## src/rtl/core_boot_controller.sv

```systemverilog
// rtl/core_boot_controller.sv - program-load / core-reset / supervised-run sequencer for a single-cycle RISC-V core
//
// Purpose:
//   Streams a program into the fetch unit's instruction memory, holds the core
//   in reset for ARM_CYCLES cycles, then runs it while watching for EBREAK, the
//   self-loop `jal x0,0`, or a cycle-count timeout, and freezes the core on halt.
//
// Optional feature (macro CORE_BOOT_ZERO_FILL_EN):
//   When defined, a load that ends with load_last before the memory is full is
//   followed by a FILL phase that writes zero to every remaining address.
//   When undefined, memory beyond the program keeps its prior contents.
//
// Ports:
//   clk, reset         clock; synchronous active-low reset
//   load_valid/ready   program word handshake; load_data word, load_last marks the final word
//   start              one-cycle pulse: run or re-run the loaded program
//   imem_we/waddr/wdata instruction memory write port
//   core_reset         active-high reset to the core
//   pc_in, instr_in    core PC and fetched instruction, observed during RUN
//   busy, halted       status: busy = not IDLE/HALT, halted = HALT
//   halt_cause         00 none, 01 EBREAK, 10 self-loop, 11 timeout
//   halt_pc            pc_in captured at halt detection
//   cycle_count        RUN-phase cycle counter
//   words_loaded       words written by the last load

module core_boot_controller #(
  parameter int ADDR_WIDTH = 8,
  parameter int MAX_CYCLES = 1024,
  parameter int ARM_CYCLES = 2
) (
  input  logic                  clk,
  input  logic                  reset,
  input  logic                  load_valid,
  output logic                  load_ready,
  input  logic [31:0]           load_data,
  input  logic                  load_last,
  input  logic                  start,
  output logic                  imem_we,
  output logic [ADDR_WIDTH-1:0] imem_waddr,
  output logic [31:0]           imem_wdata,
  output logic                  core_reset,
  input  logic [31:0]           pc_in,
  input  logic [31:0]           instr_in,
  output logic                  busy,
  output logic                  halted,
  output logic [1:0]            halt_cause,
  output logic [31:0]           halt_pc,
  output logic [31:0]           cycle_count,
  output logic [ADDR_WIDTH:0]   words_loaded
);

  localparam logic [ADDR_WIDTH-1:0] ADDR_MAX     = {ADDR_WIDTH{1'b1}};
  localparam logic [31:0]           INSTR_EBREAK = 32'h0010_0073;
  localparam logic [31:0]           INSTR_SELF   = 32'h0000_006f;
  localparam logic [31:0]           MAX_C        = 32'(MAX_CYCLES);
  localparam logic [31:0]           ARM_C        = 32'(ARM_CYCLES);

  typedef enum logic [2:0] {
    S_IDLE = 3'd0,
    S_LOAD = 3'd1,
    S_ARM  = 3'd2,
    S_RUN  = 3'd3,
    S_HALT = 3'd4
`ifdef CORE_BOOT_ZERO_FILL_EN
    , S_FILL = 3'd5
`endif
  } state_t;

  state_t                state_q, state_d;
  logic [ADDR_WIDTH-1:0] addr_q, addr_d;
  logic [ADDR_WIDTH:0]   words_q, words_d;
  logic [31:0]           arm_q, arm_d;
  logic [31:0]           cycle_q, cycle_d;
  logic [1:0]            cause_q, cause_d;
  logic [31:0]           hpc_q, hpc_d;
  logic                  core_reset_q, busy_q, halted_q;
  logic [31:0]           cycle_inc;
  logic                  fill_active;

  assign cycle_inc = cycle_q + 32'd1;

  always_comb begin
    state_d     = state_q;
    addr_d      = addr_q;
    words_d     = words_q;
    arm_d       = arm_q;
    cycle_d     = cycle_q;
    cause_d     = cause_q;
    hpc_d       = hpc_q;
    fill_active = 1'b0;

    case (state_q)
      S_IDLE, S_HALT: begin
        // A load request always wins over start; the word itself is taken
        // from the next cycle onward, once load_ready is up.
        if (load_valid) begin
          state_d = S_LOAD;
          addr_d  = '0;
          words_d = '0;
        end else if (start && (state_q == S_HALT || words_q != '0)) begin
          state_d = S_ARM;
          arm_d   = '0;
          cycle_d = '0;
          cause_d = 2'b00;
        end
      end

      S_LOAD: begin
        if (load_valid) begin
          words_d = words_q + 1'b1;
          addr_d  = addr_q + 1'b1;
          // Reaching the last address ends the load regardless of load_last,
          // so nothing past the top of memory is ever written.
          if (addr_q == ADDR_MAX) begin
            state_d = S_IDLE;
          end else if (load_last) begin
`ifdef CORE_BOOT_ZERO_FILL_EN
            state_d = S_FILL;
`else
            state_d = S_IDLE;
`endif
          end
        end
      end

`ifdef CORE_BOOT_ZERO_FILL_EN
      S_FILL: begin
        fill_active = 1'b1;
        if (addr_q == ADDR_MAX) begin
          state_d = S_IDLE;
        end else begin
          addr_d = addr_q + 1'b1;
        end
      end
`endif

      S_ARM: begin
        if (arm_q + 32'd1 >= ARM_C) begin
          state_d = S_RUN;
        end else begin
          arm_d = arm_q + 32'd1;
        end
      end

      S_RUN: begin
        // The count already includes the current cycle, so a timeout halts
        // with cycle_count exactly equal to MAX_CYCLES.
        cycle_d = cycle_inc;
        if (instr_in == INSTR_EBREAK) begin
          cause_d = 2'b01;
        end else if (instr_in == INSTR_SELF) begin
          cause_d = 2'b10;
        end else if (MAX_CYCLES != 0 && cycle_inc == MAX_C) begin
          cause_d = 2'b11;
        end
        if (instr_in == INSTR_EBREAK || instr_in == INSTR_SELF ||
            (MAX_CYCLES != 0 && cycle_inc == MAX_C)) begin
          hpc_d   = pc_in;
          state_d = S_HALT;
        end
      end

      default: state_d = S_IDLE;
    endcase
  end

  always_ff @(posedge clk) begin
    if (!reset) begin
      state_q      <= S_IDLE;
      addr_q       <= '0;
      words_q      <= '0;
      arm_q        <= '0;
      cycle_q      <= '0;
      cause_q      <= 2'b00;
      hpc_q        <= '0;
      core_reset_q <= 1'b1;
      busy_q       <= 1'b0;
      halted_q     <= 1'b0;
    end else begin
      state_q      <= state_d;
      addr_q       <= addr_d;
      words_q      <= words_d;
      arm_q        <= arm_d;
      cycle_q      <= cycle_d;
      cause_q      <= cause_d;
      hpc_q        <= hpc_d;
      // Status outputs are registered from the next state so they line up
      // with state_q without a decode stage on the output.
      core_reset_q <= (state_d != S_RUN);
      busy_q       <= (state_d != S_IDLE) && (state_d != S_HALT);
      halted_q     <= (state_d == S_HALT);
    end
  end

  assign load_ready   = (state_q == S_LOAD);
  assign imem_we      = (load_valid & load_ready) | fill_active;
  assign imem_waddr   = addr_q;
  assign imem_wdata   = fill_active ? 32'd0 : load_data;
  assign core_reset   = core_reset_q;
  assign busy         = busy_q;
  assign halted       = halted_q;
  assign halt_cause   = cause_q;
  assign halt_pc      = hpc_q;
  assign cycle_count  = cycle_q;
  assign words_loaded = words_q;

endmodule
```

## config.mk

```make
export PLATFORM = sky130hd
export DESIGN_NAME = core_boot_controller
export DESIGN_NICKNAME = d
export VERILOG_FILES = /design/src/rtl/core_boot_controller.sv
export SDC_FILE = /design/constraint.sdc
export NUM_CORES = 1
export LEC_CHECK = 0
export ABC_AREA = 1
export CAP_MARGIN = 10
export CORE_MARGIN = 3
export CORE_UTILIZATION = 30
export DETAILED_ROUTE_END_ITERATION = 6
export HOLD_SLACK_MARGIN = 0.1
export SLEW_MARGIN = 15
export SYNTH_ARGS = -nofsm -noshare
export SYNTH_HDL_FRONTEND = slang
export SYNTH_SLANG_ARGS = --single-unit
```

## constraint.sdc

```tcl
create_clock -name clk -period 3.4 [get_ports clk]
set_input_delay 0.51 -clock clk [delete_from_list [all_inputs] [get_ports clk]]
set_output_delay 0.51 -clock clk [all_outputs]
set_load 0.05 [all_outputs]
```

==> qor.yml, run 1 <==
first_global_vias: 7315
async_reset_ff_share_pct: 0
grt_usage_pct: 17.02
finalHoldViolCount: 0
ioPinCount: 221
rsz0062_at_grt: "false"
irDropWorstVdd_v: 0.0003383
path_depth: 13
num_rows: 56
clk_pin_slew_ns: 0.06
die_w_um: 161.7
end_kind: "flop"
status: "completed"
dieArea_um2: 26140
tns_ns: 0
cts_tree: "yes"
crit_path_start: "cycle_count[0]"
dr.pass1.iters: 5
synth_edf_count: 0
ys_types: 35
yosysTopAreaCell: "dfxtp_1"
worst_pin_slew_ns: 0.7106
critical-path-slowest-cell: "dfxtp_1"
hold_buffers: 0
relSlewSlack_pct: 52.37
crit_fanout: 34
fin_cells: 1634
drc_errors: 0
clock.fmax_mhz: 341.7
holdPathStages: 2
synthesis.nets: 1294
drt_wl_total_um: 22380
path_buf_inv: 0
ant_nets: 0
cpMostUsedCell: "nand2_1"
period_needed_ns: 2.926
numCtsBuffers: 17
p_leak_uw: 0.003427
path_delay_family: "simple AND/OR/NAND/NOR gates"
final_layout_size_suffix_gt1_share_pct: 5.171
nets: 1411
fill_cells: 2544
clkLatencyLatePin_ns: 0.42
antenna_found_initial: 0
syn_area_per_cell_um2: 6.124
core_um2: 23610
synthFlopType: "dfxtp_1"
cp-start-kind: "flop"
worstPathArrival_ns: 3.27
cts_buffer_depth: 2
yosys-top-cells-count: "nand2_1, nor2_1, dfxtp_1"
dpl.hpwl_um: 16690
dp_cells: 1604
skew_ns: 0.01239
finalSetupViolCount: 0
r2r-start: "cycle_count[0]"
globalplace.congestion: 0.8827
maxCapViolations: 0
drv_slew: 0
multi_input_area_um2: 4031
slowest_delay_ns: 0.44
hold_path_class: "flop to flop"
yosys_warnings: 0
wire_per_inst_um: 13.70
ys_top_cells_by_area: "dfxtp_1, nand2_1, nor2_1"
yosysMostFrequentCell: "nand2_1"
r2r_slack_ns: 0.47
hp-start: "arm_q[29]"
htree_levels: 4
vias: 7610
hold_ws_ns: 0.4414
ys_seq_area_share_pct: 33.32
dp_slack_ns: 0.4898
netlist.area_leader.share_pct: 33.32
critical_path_required_ns: 3.74
cts.sinks: 121
start_util_pct: 30.79
ys_seq_elements: 121
netlist_instances: 1187
drtIter0Drc: 516
r2r_cells: 13
powerDensity_nw_per_um2: 361.2
port_buffers: 156
grt_pass1_wl_um: 36370
synth_area_um2: 7269
antenna_cells: 0
crit_chain: "ha_1 > nand2_1 > nor2_4 > nand3_1 > o21ai_0 > nand2_1 > nor2_1 > nand2_1 > nor2_1 > nand3_1 > nand2_2 > nand2_2 > a21oi_1"
grt-ovfl-total: 0
finalCritPeriodShare_pct: 86.07
crit_type: "flop to flop"
grt_max_degree: 64
cts_setup_buffers: 0
vias_per_cell: 4.657
die_height_um: 161.7
cts_resized: 0
ff_latch_area_um2: 2422
syn_to_final_growth_pct: 30.29
root_buffer: "clkbuf_16"
fin_ws_ns: 0.4737
## worst register-to-register path, stage by stage, from the launching register on
cell     delay, ns
dfxtp_1       0.44
ha_1          0.26
nand2_1       0.15
nor2_4        0.20
nand3_1       0.15
o21ai_0       0.20
nand2_1       0.12
nor2_1        0.12
nand2_1       0.06
nor2_1        0.16
nand3_1       0.17
nand2_2       0.11
nand2_2       0.38
a21oi_1       0.34
## area by class of cell
| cell class | count | area share [%] |
|---|---|---|
| sequential | 121 | 25.57 |
| clock buffer | 18 | 4.637 |
| clock inverter | 12 | 1.281 |
| timing repair buffer | 163 | 17.28 |
| tap | 319 | 4.214 |
| multi-input combinational | 889 | 42.56 |
| inverter | 112 | 4.452 |
## per-stage QoR
| step | util, % | area, um2 | power, uW |
|---|---|---|---|
| 6_report | 40.11 | 9472 | 3421 |
| 3_3_place_gp | 37.74 | 8911 | 1720 |
| 3_5_place_dp | 37.74 | 8911 | 1721 |
| 2_1_floorplan | - | 7269 | 1691 |
| 5_1_grt | 40.11 | 9472 | 3539 |
| 4_1_cts | 40.11 | 9472 | 3456 |
## layout by cell type, fill, tap and decap left out, drive strengths merged, types with 8 or more instances in the layout
cell type,netlist,layout
a21oi,80,80
buf,44,8
clkbuf,21,18
clkdlybuf4s50,0,155
dfxtp,121,121
inv,112,114
nand2,423,423
nand3,89,89
nand3b,15,15
nand4,16,16
nor2,188,188
nor3,19,19
o21ai,15,15
xnor2,10,10
## worst paths after layout
kind / to
worst min register to register: arm_q[29]
worst max-delay path: halted
worst max register to register: halted
worst min-delay path: arm_q[29]
## layer usage
metal / routed length (um) / global-route usage, % / vias up
met5: 0 / 0 / -
met4: 255 / 4.498 / 0
met3: 1772 / 6.172 / 29
met2: 9974 / 27.65 / 196
met1: 10380 / 21.49 / 3423
li1: - / - / 3962
## flip-flops by register name, summed over array words and instances, names as in the netlist, 2 cells and up
register      flops
halt_cause        2
state_q           3
cycle_count      32
words_loaded      9
arm_q            32
imem_waddr        8
halt_pc          32
## kinds of logic after synthesis
family | synth area share (%)
simple gates | 44.48
fa+ha+maj | 1.033
compound gates | 8.193
flops | 33.32
xor+xnor | 1.687
buf+inv | 11.29
## power breakdown
part | internal (uW) | switching (uW) | total (uW)
clock network | 1030 | 706 | 1730
registers | 1430 | 7.92 | 1430
logic | 112 | 143 | 256
total | 2560 | 858 | 3420
Note: power is estimated with default switching activity, not from simulation.
==> run 2, diff against run 1 <==
DONT_BUFFER_PORTS = 1   (was not set)
GPL_TIMING_DRIVEN = 0   (was not set)
==> run 2 against run 1 <==
  * Sequential power about the same
  * Register-to-register slack got worse by 0.14 ns
  * Hold slack got worse by 0.19 ns
  * First-iteration DRC count decreased by 7.6%
  * Wire length decreased by 1.9%
  * Sequential share of layout area increased by 3.9 points
  * Final cell count decreased by 5.8%
  * Fmax decreased by 4.6%
  * Largest cell class unchanged
  * Largest power group unchanged
==> qor.yml, run 2 (same netlist as run 1, synthesis figures left out) <==
nets: 1315
crit_fanout: 10
vias_per_cell: 4.736
root_buffer: "clkbuf_16"
fin_ws_ns: 0.3327
worst_pin_slew_ns: 1.029
first_global_vias: 6929
wire_per_inst_um: 14.26
critical_path_required_ns: 2.89
end_kind: "output port"
dp_cells: 1508
maxCapViolations: 0
grt_pass1_wl_um: 34910
drv_slew: 0
placed_cell_area_um2: 7685
antenna_found_initial: 1
core_um2: 23610
period_needed_ns: 3.067
clkLatencyLatePin_ns: 0.42
clk_pin_slew_ns: 0.06
ioPinCount: 221
rsz0062_at_grt: "false"
powerDensity_nw_per_um2: 428.1
num_rows: 56
antenna_cells: 0
skew_ns: 0.01273
worstPathArrival_ns: 2.56
cts_buffer_depth: 2
finalCritPeriodShare_pct: 90.21
r2r-start: "cycle_count[0]"
cp-start-kind: "flop"
fin_area_um2: 8310
cts_resized: 2
finalSetupViolCount: 0
cpMostUsedCell: "inv_1"
dpl.hpwl_um: 17380
ant_nets: 0
hold_buffers: 0
power_uw: 3558
crit_type: "flop to output port"
drt_wl_total_um: 21960
crit_path_start: "state_q[0]"
die_height_um: 161.7
timing.rr.end: "halt_pc[17]"
tns_ns: 0
hp-start: "pc_in[8]"
die_w_um: 161.7
grt_max_degree: 17
mostFrequentLayoutCell: "nand2_1"
clock.fmax_mhz: 326.0
cp-endpoint: "imem_we"
r2r_cells: 15
relSlewSlack_pct: 30.90
dr.pass1.iters: 7
dp_slack_ns: -0.06235
status: "completed"
start_util_pct: 30.79
cts.sinks: 121
htree_levels: 4
slowest_delay_ns: 0.81
fin_cells: 1540
hold_path_class: "input port to flop"
fill_cells: 2567
drtIter0Drc: 477
globalplace.congestion: 0.8930
port_buffers: 0
final_cell_mix: "nand2_1, nor2_1, inv_1"
p_leak_uw: 0.003092
cts_tree: "yes"
r2r_slack_ns: 0.33
finalHoldViolCount: 0
critical-path-slowest-cell: "clkbuf_1"
syn_to_final_growth_pct: 14.32
final_layout_size_suffix_gt1_share_pct: 9.828
vias: 7294
grt-ovfl-total: 0
numCtsBuffers: 17
crit_chain: "inv_1 > nor3_2 > buf_4 > buf_1 > inv_1 > nor2_1 > clkbuf_1"
cts_setup_buffers: 0
grt_usage_pct: 16.60
dieArea_um2: 26140
drc_errors: 0
irDropWorstVdd_v: 0.0003751
[run 2: changes by cell type in the layout (fill, tap and decap cells not counted), moves of 3 or more]
cell and delta:
buf_4 +34, dfxtp_2 +14, buf_1 +3, clkinvlp_4 -3, clkbuf_1 +22, clkdlybuf4s50_1 -155
dfxtp_1 -16
[run 2: worst min-delay path by stage]
stage	to	slack, ns	cells after the start
2_1_floorplan	arm_q[29]	0.42	2
3_3_place_gp	arm_q[29]	0.43	2
3_5_place_dp	arm_q[29]	0.43	2
4_1_cts	halt_pc[9]	0.23	2
5_1_grt	halt_pc[11]	0.24	2
6_report	halt_pc[8]	0.25	2
[run 2: power by group]
part / leakage [uW] / internal (uW) / switching, uW / total, uW
registers: 0.000984 / 1420 / 26.1 / 1450
clock network: 0.000291 / 1120 / 733 / 1850
logic: 0.00182 / 66.1 / 189 / 255
[run 2: cell type report]
cell class	instances	area, um2	area share (%)
clock buffer	19	442.9	5.330
sequential	121	2447	29.45
buffer	65	400.4	4.818
timing repair buffer	2	11.26	0.1355
multi-input combinational	889	4031	48.51
inverter	112	420.4	5.059
tap	319	399.1	4.803
clock inverter	13	157.7	1.897
[run 2: routing by layer]
| layer | vias up | track usage [%] | routed length (um) | part of all wire [%] |
|---|---|---|---|---|
| met5 | - | 0 | 0 | 0 |
| met3 | 29 | 5.279 | 1835 | 8.4 |
| met4 | 0 | 6.359 | 467 | 2.1 |
| met2 | 249 | 27.65 | 10180 | 46 |
| li1 | 3788 | - | - | - |
| met1 | 3228 | 20.04 | 9477 | 43 |
[run 2: critical path, delay by kind of cell, from the launching register on]
kind	cells	cell delay, ns
buffers and inverters	5	1.29
DFF	1	0.38
and+or+nand+nor	2	0.48
[run 2: per-stage QoR]
step | hold WS (ns) | util, %
global placement | 0.4264 | 32.48
detailed placement | 0.4339 | 32.55
floorplan | 0.4170 | -
finish | 0.2478 | 35.20
global route | 0.2418 | 35.20
CTS | 0.2271 | 35.10
==> variant, RTL diff (config.mk and constraints of run 1) <==
Change the parameter `ADDR_WIDTH` from 8 to 7.
--- a/src/rtl/core_boot_controller.sv
+++ b/src/rtl/core_boot_controller.sv
@@ -24,7 +24,7 @@
 //   words_loaded       words written by the last load
 
 module core_boot_controller #(
-  parameter int ADDR_WIDTH = 8,
+  parameter int ADDR_WIDTH = 7,
   parameter int MAX_CYCLES = 1024,
   parameter int ARM_CYCLES = 2
 ) (
Interface: changed (resized imem_waddr and words_loaded); port bits go from 221 to 219. No check against the original RTL was run, so the function may have changed too.
==> variant against run 1 <==
Total power increased by 1.7%; synthesized area decreased by 2.7%; design area fell by 1.6%; clock power increased by 4%; critical path depth shrank 8; maximum frequency fell by 3.2%; worst hold slack gained 0.022 ns; wire length is 2.7% lower; sequential cell count fell by 2; worst setup slack got worse by 0.097 ns.
==> variant: results (changes against run 1) <==
[setup_path]
worst_path_largest_cell_delay_ns = 0.83  ; +0.39 ns
critical-path-slowest-cell = clkdlybuf4s50_1
worstPathArrival_ns = 2.51  ; -0.76 ns

[pwr]
clockNetworkPower_mw = 1.80  ; +4%
p_total_mw = 3.48  ; +1.7%
vdd_ir_drop_max_uv = 275  ; -19%
leakagePower_nw = 3.55  ; +3.5%
comb-power_uw = 264  ; +3%

[layout]
seqCellArea_sq_mm = 0.00238  ; -1.7%
final.fill_count = 2414  ; -5.1%
final_layout_size_suffix_gt1_frac = 0.0543  ; +0.00259

[routing]
total_wirelength_of_the_detailed_routed_design_um = 21800  ; -2.7%
num_vias = 7398  ; -2.8%

[logic_synthesis]
syn_nets = 1259  ; -2.7%
synth_common_cells = nand2_1, nor2_1, dfxtp_1, inv_1, a21oi_1
synth.yosys.seq_area_share = 0.337  ; +0.00353
netlist-cell-type-count = 42  ; +20%
avgSynthCellArea_sq_um = 6.14  ; +0.27%

[global_routing]
grt.total_usage = 0.170  ; about the same
grt_pass1_wl_um = 35500  ; -2.4%

[timing]
max_slew_margin = 0.452  ; -0.0715
fin_worst_skew_ns = 0.00848  ; -0.00391 ns

[placed_design]
placedInstanceArea_sq_mm = 0.00874  ; -2.0%
detailedPlace.worstSlack_ns = 0.365  ; -0.125 ns
dp_hpwl_um = 16900  ; +1.3%

[outcome]
status = finished clean

variant: cell types whose count changed after synthesis, sizes merged, moves of 4 or more:
cell,run 1,this run
nor3,19,15
a221oi,5,1
a21oi,80,52
nand3b,15,19
o21ai,15,49
xor2,4,9
nand2,423,358
nor2,188,267
nand3,89,51
nand4,16,11
inv,112,101
variant: area by class of cell:
| type | count | area share |
|---|---|---|
| multi-input cells | 871 | 0.423 |
| flip-flops and latches | 119 | 0.256 |
| repair buffers | 165 | 0.176 |
| clock buffers | 24 | 0.0527 |
| well taps | 313 | 0.0420 |
| inverters | 102 | 0.0412 |
| clock inverters | 8 | 0.0102 |
variant: cell families (layout without fill, tap and decap cells):
kind of cell / after synthesis / after routing / share of synthesized area
compound gates: 114 / 114 / 0.0872
xor+xnor: 19 / 19 / 0.0235
fa+ha+maj: 6 / 6 / 0.0106
buf+inv: 162 / 299 / 0.107
flops: 119 / 119 / 0.337
mux: 1 / 1 / 0.00159
simple gates: 731 / 731 / 0.433
variant: metal layers:
metal | wire (um) | up-vias | part of all wire | global-route usage
met4 | 408 | 0 | 0.019 | 0.0553
met3 | 919 | 31 | 0.042 | 0.0380
met1 | 9450 | 3365 | 0.43 | 0.205
li1 | - | 3846 | - | -
met5 | 0 | - | 0 | 0
met2 | 11000 | 156 | 0.51 | 0.301
variant: path summary, 6_finish.rpt:
| check | start | end | slack (ns) | cells past startpoint |
|---|---|---|---|---|
| worst min-delay path | arm_q[31] | arm_q[31] | 0.46 | 2 |
| worst max-delay path | state_q[0] | imem_we | 0.38 | 5 |
| worst max register to register | cycle_count[0] | halt_pc[30] | 0.45 | 16 |
| worst min register to register | arm_q[31] | arm_q[31] | 0.46 | 2 |
